**config.mk**
```make
export PLATFORM = sky130hd
export DESIGN_NAME = sub_seq
export DESIGN_NICKNAME = d
export VERILOG_FILES = /design/src/rtl/math_pkg.sv /design/src/rtl/bla_4b.sv /design/src/rtl/sub_seq.sv
export SDC_FILE = /design/constraint.sdc
export NUM_CORES = 1
export LEC_CHECK = 0
export CAP_MARGIN = 5
export CORE_ASPECT_RATIO = 0.9
export CORE_MARGIN = 2
export CORE_UTILIZATION = 50
export DETAILED_ROUTE_END_ITERATION = 12
export GPL_TIMING_DRIVEN = 0
export PLACE_DENSITY = 0.78
export SLEW_MARGIN = 10
export SYNTH_ARGS = -nofsm -noshare
export SYNTH_HDL_FRONTEND = slang
export SYNTH_SLANG_ARGS = --single-unit
```
**constraint.sdc**
```tcl
create_clock -name clk_i -period 1.8 [get_ports clk_i]
set_input_delay 0.45 -clock clk_i [delete_from_list [all_inputs] [get_ports clk_i]]
set_output_delay 0.45 -clock clk_i [all_outputs]
set_load 0.02 [all_outputs]
```
**src/rtl/math_pkg.sv**
```systemverilog
// Shared constants and types for the sequential borrow look-ahead subtractor.
package math_pkg;

  localparam int SLICE_W = 4;

  typedef enum logic [1:0] {
    ST_IDLE = 2'd0,
    ST_CALC = 2'd1,
    ST_DONE = 2'd2
  } sub_state_e;

endpackage

```
**src/rtl/bla_4b.sv**
```systemverilog
// 4-bit borrow look-ahead subtractor slice: d = a - b - bin, bout = borrow out.
module bla_4b (
  input  logic [3:0] a_i,
  input  logic [3:0] b_i,
  input  logic       bin_i,
  output logic [3:0] d_o,
  output logic       bout_o
);

  logic [3:0] g;
  logic [3:0] p;
  logic [4:0] c;

  // borrow is generated when a=0,b=1 and propagated when a==b
  assign g = ~a_i & b_i;
  assign p = ~(a_i ^ b_i);

  assign c[0] = bin_i;
  assign c[1] = g[0] | (p[0] & bin_i);
  assign c[2] = g[1] | (p[1] & g[0]) | (p[1] & p[0] & bin_i);
  assign c[3] = g[2] | (p[2] & g[1]) | (p[2] & p[1] & g[0])
              | (p[2] & p[1] & p[0] & bin_i);
  assign c[4] = g[3] | (p[3] & g[2]) | (p[3] & p[2] & g[1])
              | (p[3] & p[2] & p[1] & g[0])
              | (p[3] & p[2] & p[1] & p[0] & bin_i);

  assign d_o    = a_i ^ b_i ^ c[3:0];
  assign bout_o = c[4];

endmodule

```
**src/rtl/sub_seq.sv**
```systemverilog
// Sequential unsigned subtractor, one 4-bit slice per cycle, LSB slice first.
// Define SUB_SEQ_OVF_EN to add ovf_o (signed overflow, valid with valid_o).
module sub_seq
  import math_pkg::*;
#(
  parameter int DW = 8
) (
  input  logic          clk_i,
  input  logic          rst_ni,
  input  logic          valid_i,
  output logic          ready_o,
  input  logic [DW-1:0] a_i,
  input  logic [DW-1:0] b_i,
  output logic          valid_o,
  input  logic          ready_i,
  output logic [DW-1:0] d_o,
  output logic          b_o
`ifdef SUB_SEQ_OVF_EN
  ,
  output logic          ovf_o
`endif
);

  // state | meaning
  // IDLE  | ready for a request, outputs held at zero
  // CALC  | one slice per cycle, cnt_q counts remaining slices down to 0
  // DONE  | result presented until ready_i

  localparam int NS = DW / SLICE_W;
  localparam int CW = (NS > 1) ? $clog2(NS) : 1;

  if (((DW % SLICE_W) != 0) || (DW < SLICE_W)) begin : g_bad_dw
    $fatal(1, "sub_seq: DW must be a multiple of 4 and at least 4");
  end

  sub_state_e    state_q, state_d;
  logic [CW-1:0] cnt_q, cnt_d;
  logic [DW-1:0] a_q, a_d, b_q, b_d, d_q, d_d;
  logic          bor_q, bor_d;
  logic [3:0]    s_d;
  logic          s_bout;

  bla_4b u_slice (
    .a_i    (a_q[SLICE_W-1:0]),
    .b_i    (b_q[SLICE_W-1:0]),
    .bin_i  (bor_q),
    .d_o    (s_d),
    .bout_o (s_bout)
  );

  always_ff @(posedge clk_i or negedge rst_ni) begin
    if (!rst_ni) state_q <= ST_IDLE;
    else         state_q <= state_d;
  end

  always_comb begin
    state_d = state_q;
    case (state_q)
      ST_IDLE: if (valid_i)        state_d = ST_CALC;
      ST_CALC: if (cnt_q == '0)    state_d = ST_DONE;
      ST_DONE: if (ready_i)        state_d = ST_IDLE;
      default:                     state_d = ST_IDLE;
    endcase
  end

  // result is masked outside DONE so a partial difference is never visible
  always_comb begin
    ready_o = (state_q == ST_IDLE);
    valid_o = (state_q == ST_DONE);
    d_o     = valid_o ? d_q : '0;
    b_o     = valid_o & bor_q;
  end

  // operands shift right one slice per cycle; result slices enter at the top
  always_comb begin
    a_d   = a_q;
    b_d   = b_q;
    d_d   = d_q;
    bor_d = bor_q;
    cnt_d = cnt_q;
    case (state_q)
      ST_IDLE: if (valid_i) begin
        a_d   = a_i;
        b_d   = b_i;
        d_d   = '0;
        bor_d = 1'b0;
        cnt_d = CW'(NS - 1);
      end
      ST_CALC: begin
        a_d   = a_q >> SLICE_W;
        b_d   = b_q >> SLICE_W;
        d_d   = (d_q >> SLICE_W) | (DW'(s_d) << (DW - SLICE_W));
        bor_d = s_bout;
        if (cnt_q != '0) cnt_d = cnt_q - CW'(1);
      end
      default: ;
    endcase
  end

  always_ff @(posedge clk_i or negedge rst_ni) begin
    if (!rst_ni) begin
      a_q   <= '0;
      b_q   <= '0;
      d_q   <= '0;
      bor_q <= 1'b0;
      cnt_q <= '0;
    end else begin
      a_q   <= a_d;
      b_q   <= b_d;
      d_q   <= d_d;
      bor_q <= bor_d;
      cnt_q <= cnt_d;
    end
  end

`ifdef SUB_SEQ_OVF_EN
  logic a_sign_q, a_sign_d, b_sign_q, b_sign_d;

  // operand registers are shifted away, so the sign bits are kept aside
  always_comb begin
    a_sign_d = a_sign_q;
    b_sign_d = b_sign_q;
    if (state_q == ST_IDLE && valid_i) begin
      a_sign_d = a_i[DW-1];
      b_sign_d = b_i[DW-1];
    end
  end

  always_ff @(posedge clk_i or negedge rst_ni) begin
    if (!rst_ni) begin
      a_sign_q <= 1'b0;
      b_sign_q <= 1'b0;
    end else begin
      a_sign_q <= a_sign_d;
      b_sign_q <= b_sign_d;
    end
  end

  assign ovf_o = valid_o & (a_sign_q ^ b_sign_q) & (d_q[DW-1] ^ a_sign_q);
`endif

endmodule

```
Word-level counts from Yosys, hierarchy flattened
Cells that the tools add are included.
{"block": "op_classes", "n_reduce_logical": 4, "eq_ne": 5, "bitwise": 33, "n_mux": 16, "add_sub_neg": 1}
{"operator": "one-hot mux 8 bit (2 select lines)", "count": 3}
{"operator": "two-way mux 8 bit", "count": 4}
{"operator": "AND 1 bit", "count": 17}
{"operator": "OR 1 bit", "count": 10}
{"operator": "NOT 4 bit", "count": 2}
{"operator": "OR 4 x 8 -> 8 bit", "count": 1}
{"operator": "bitwise XOR 4 bit", "count": 2}
{"operator": "two-way mux 2 bit", "count": 3}
{"operator": "one-hot mux 2 bit (3 select lines)", "count": 1}
{"operator": "AND 4 bit", "count": 1}
{"operator": "!= test 2 bit (second input constant)", "count": 2}
{"operator": "one-hot mux 1 bit (2 select lines)", "count": 2}
{"operator": "two-way mux 1 bit", "count": 3}
{"operator": "AND reduction 3 bit", "count": 1}
{"operator": "== test 2 x 1 -> 1 bit (second input constant)", "count": 1}
{"operator": "== test 2 bit (second input constant)", "count": 1}
{"operator": "zero test 2 bit", "count": 1}
{"operator": "!= test 2 x 1 -> 1 bit (second input constant)", "count": 1}
{"operator": "AND reduction 2 bit", "count": 1}
{"operator": "nonzero test 2 bit", "count": 1}
{"operator": "subtractor 1 bit (second input constant)", "count": 1}
{"block": "word_totals", "reg_bits": 28, "word_cells": 65, "inputBits": 20}

Depth between registers and ports, before layout
{"block": "logic_depth", "depth_word": 9, "depth_mapped": 5, "ltp_nobuf": 5}

Hierarchy
From an unflattened synthesis, not the netlist that was laid out.
{"block": "hier_totals", "hier_cells": 146, "area_unflattened_um2": 1526.5}
{"module": "sub_seq", "area_per_inst_um2": 1326.3, "cells_each": 119, "instances": 1, "seq_area_each_um2": 700.7}
{"module": "bla_4b", "area_per_inst_um2": 200.2, "cells_each": 27, "instances": 1, "seq_area_each_um2": 0.0}

Worst setup path before layout
OpenSTA, ideal clock, no wires.
{"block": "synth_path", "path_kind": "register to output", "start": "reg state_q[0]", "end": "out ready_o", "path_stages_with_launch": 4, "slack_ps": 331, "path_buffers": 2, "arrival_ps": 1019, "cell_sequence": "dfrtp_1 buf_4 clkbuf_1 nor2_1"}
{"block": "synth_between", "elab_chain_cells": 1}
{"element": "start, declared", "line_no": "sub_seq.sv:36", "text": "sub_state_e state_q, state_d;"}
{"element": "start signal, assigned", "line_no": "sub_seq.sv:53", "text": "else state_q <= state_d;"}
{"element": "zero test 2 bit", "line_no": "sub_seq.sv:68", "text": "ready_o = (state_q == ST_IDLE);"}
{"element": "end, declared", "line_no": "sub_seq.sv:11", "text": "output logic ready_o,"}
No other way between the ends.

Worst setup path in the final report
{"block": "layout_path", "start": "reg state_q[0]", "end": "out d_o[7]"}
{"block": "layout_between", "elab_chain_cells": 2}
{"element": "== test 2 bit", "line_no": "sub_seq.sv:69", "text": "valid_o = (state_q == ST_DONE);"}
{"element": "two-way mux 8 bit", "line_no": "sub_seq.sv:70", "text": "d_o = valid_o ? d_q : '0;"}
{"element": "end, declared", "line_no": "sub_seq.sv:16", "text": "output logic [DW-1:0] d_o,"}
No other way between the ends.

==> out/results.ini <==
[timing]
layout_min_cycle_time_ps=1770
skew_ps=8.47
finalCritPeriodShare_pct=98.6
slew_viol_final=0
maxSlewHeadroom_pct=58.8
hold_ws_ps=88.0
setup_viol=0
worst_pin_slew_ps=618
worst_slack_ps=25.3
fmax_mhz=563
hold_viol_final=0
rsz0062_at_grt=true

[final_layout]
stdcell_count=221
num_antenna_cells=0
final_net_count=207
fill_cells=250
syn_to_final_growth_pct=27.8
postLayoutCoreUtil_pct=68.2
drive_above_1_share_pct=19.3

[setup_path]
max_stage_delay_ps=440
r2r_start=a_q[1]
worstSetupStartpointType=flip-flop
endpoint_kind=primary output
slowest_stage=dfrtp_1
critPathMaxFanout=5
crit_required_ps=1350
critical_path.cell_chain=nor2b_4 > buf_6 > and2_1 > buf_2
worstPathArrival_ps=1320
worstReg2RegEnd=d_q[7]
crit_type=reg2out
crit_buf_inv=2
cp_top_family=flip-flops
ff2ff_path_depth=5
crit_path_start=state_q[0]
reg2reg_slack_ps=200

[logic_synthesis]
synth_cells=146
synth_ff_type=dfrtp_1
netlist_area_mm2=0.00149
ys_seq_area_share_pct=47.0
syn_nets=171
yosys-top-cells-area=dfrtp_1 (47%), a22oi_1 (4.5%), o21ai_0 (4.4%)
synth-async-reset-ratio_pct=100
yosys_warnings=0
synth_top_area_cell=dfrtp_1
synth_common_cells=dfrtp_1 (28), o21ai_0 (13), nand2_1 (12)
synth_top_area_share_pct=47.0
ys_seq_elements=28
syn_area_per_cell_um2=10.2
synth_edf_count=0
yosysMostFrequentCell=dfrtp_1
ys_types=36

[hold_path]
min_path_type=in2async

[floorplanning]
die_h_um=55.8
die_w_um=61.5
initial_utilization_pct=53.4
core-area_mm2=0.00279
die_area_mm2=0.00343
ioPinCount=31
rows=18

[outcome]
outcome=finished clean

[global_route]
grt_use_total_pct=20.0
grt_pass1_vias=1132
antenna_found_initial=0
grt_max_degree=29
grt_pass1_wl_um=5220
grt.overflow.total=0

[drt]
routed_wl_um=3180
ant_nets=0
drtIter0Drc=53
vias=1234
drc=0
via_per_inst=5.58
wire_per_inst_um=14.4
drt-pass1-iter-count=4

[clock_network]
clk_pin_slew_ps=160
numCtsBuffers=3
clockBufferDepth=2
tritoncts=built
cts_sinks=28
cts.htree.levels=1
clk_latency_ps=350
cts_root_buf=clkbuf_4

[placement]
pre_cts_ws_ps=-184
hpwl_um=2260
port_buffers=30
dpl.cell_count=216
gp_congestion=0.845

[power_and_ir_drop]
powerDensity_mw_per_mm2=1630
peakVddDrop_mv=0.685
finalPower_mw=3.10
cellLeakagePower_nw=0.866

[flow_run]
cap_violations=0

-- what timing repair did --
item	4_1_cts	5_1_grt
gates cloned	1	0
resized for setup	48	21
hold buffers	0	0
setup buffers	3	0
hold endpoints to repair	0	0
pin swaps	0	0
setup endpoints to repair	11	11
-- placed cells by master (no fill, tap or decap), types with 2 or more instances in the layout --
master | Yosys | final
ha_1 | 4 | 4
clkdlybuf4s50_1 | 0 | 18
nand3_1 | 2 | 2
a2111o_1 | 2 | 2
nand2_1 | 12 | 12
nor2b_1 | 9 | 8
nor2_1 | 4 | 3
dfrtp_1 | 28 | 28
o21ai_0 | 13 | 13
a22oi_1 | 9 | 9
buf_6 | 2 | 10
clkbuf_4 | 0 | 3
and2_1 | 10 | 9
a22o_1 | 7 | 7
buf_2 | 2 | 4
a21o_1 | 2 | 2
o21ai_1 | 2 | 2
a21oi_1 | 10 | 10
inv_1 | 6 | 6
buf_4 | 3 | 8
-- metrics by stage --
stage	TNS (ps)	area [um^2]
floorplan	0	1490
global placement	-5130	1840
detailed placement	-6330	1840
CTS	-92.9	1860
global route	-85.9	1900
finish	0	1900
-- layer usage --
metal | share of wire [%] | up-vias | global-route usage [%]
li1 | - | 594 | -
met1 | 46 | 601 | 26.7
met2 | 48 | 32 | 31.7
met3 | 4.5 | 7 | 3.02
met4 | 2.2 | 0 | 8.51
met5 | 0 | - | 0
-- how the worst max path moves through the flow --
stage | cells after the start | slack, ps | endpoint
final | 4 | 30 | d_o[7]
after global routing | 4 | -20 | d_o[7]
after CTS | 4 | -10 | b_o
after detailed placement | 1 | -180 | b_q[6]
after global placement | 4 | -180 | ready_o
after floorplan | 3 | 330 | ready_o
-- final cells by class --
type	instances	area (um^2)	area share (%)
well taps	40	50.0	2.63
multi-input cells	103	722	37.9
plain buffers	6	53.8	2.83
repair buffers	34	319	16.8
flip-flops and latches	28	701	36.8
inverters	6	22.5	1.18
clock buffers	4	36.3	1.91
-- logic make-up after synthesis --
family | synth area share [%]
flip-flops | 47.0
XOR/XNOR | 0.588
adder cells (fa/ha/maj) | 4.70
AO/OA/AOI/OAI | 24.9
buffers and inverters | 5.71
AND/OR/NAND/NOR | 17.1
-- state kept, by name (all words and copies together), names as in the netlist --
| signal | count |
|---|---|
| d_q | 8 |
| a_q | 8 |
| cnt_q | 1 |
| state_q | 2 |
| b_q | 8 |
| bor_q | 1 |
-- power breakdown --
group / switching [mW] / internal, mW
clock network: 0.198 / 0.124
logic: 0.875 / 0.789
registers: 0.202 / 0.908
Note: power is estimated with default switching activity, not from simulation.
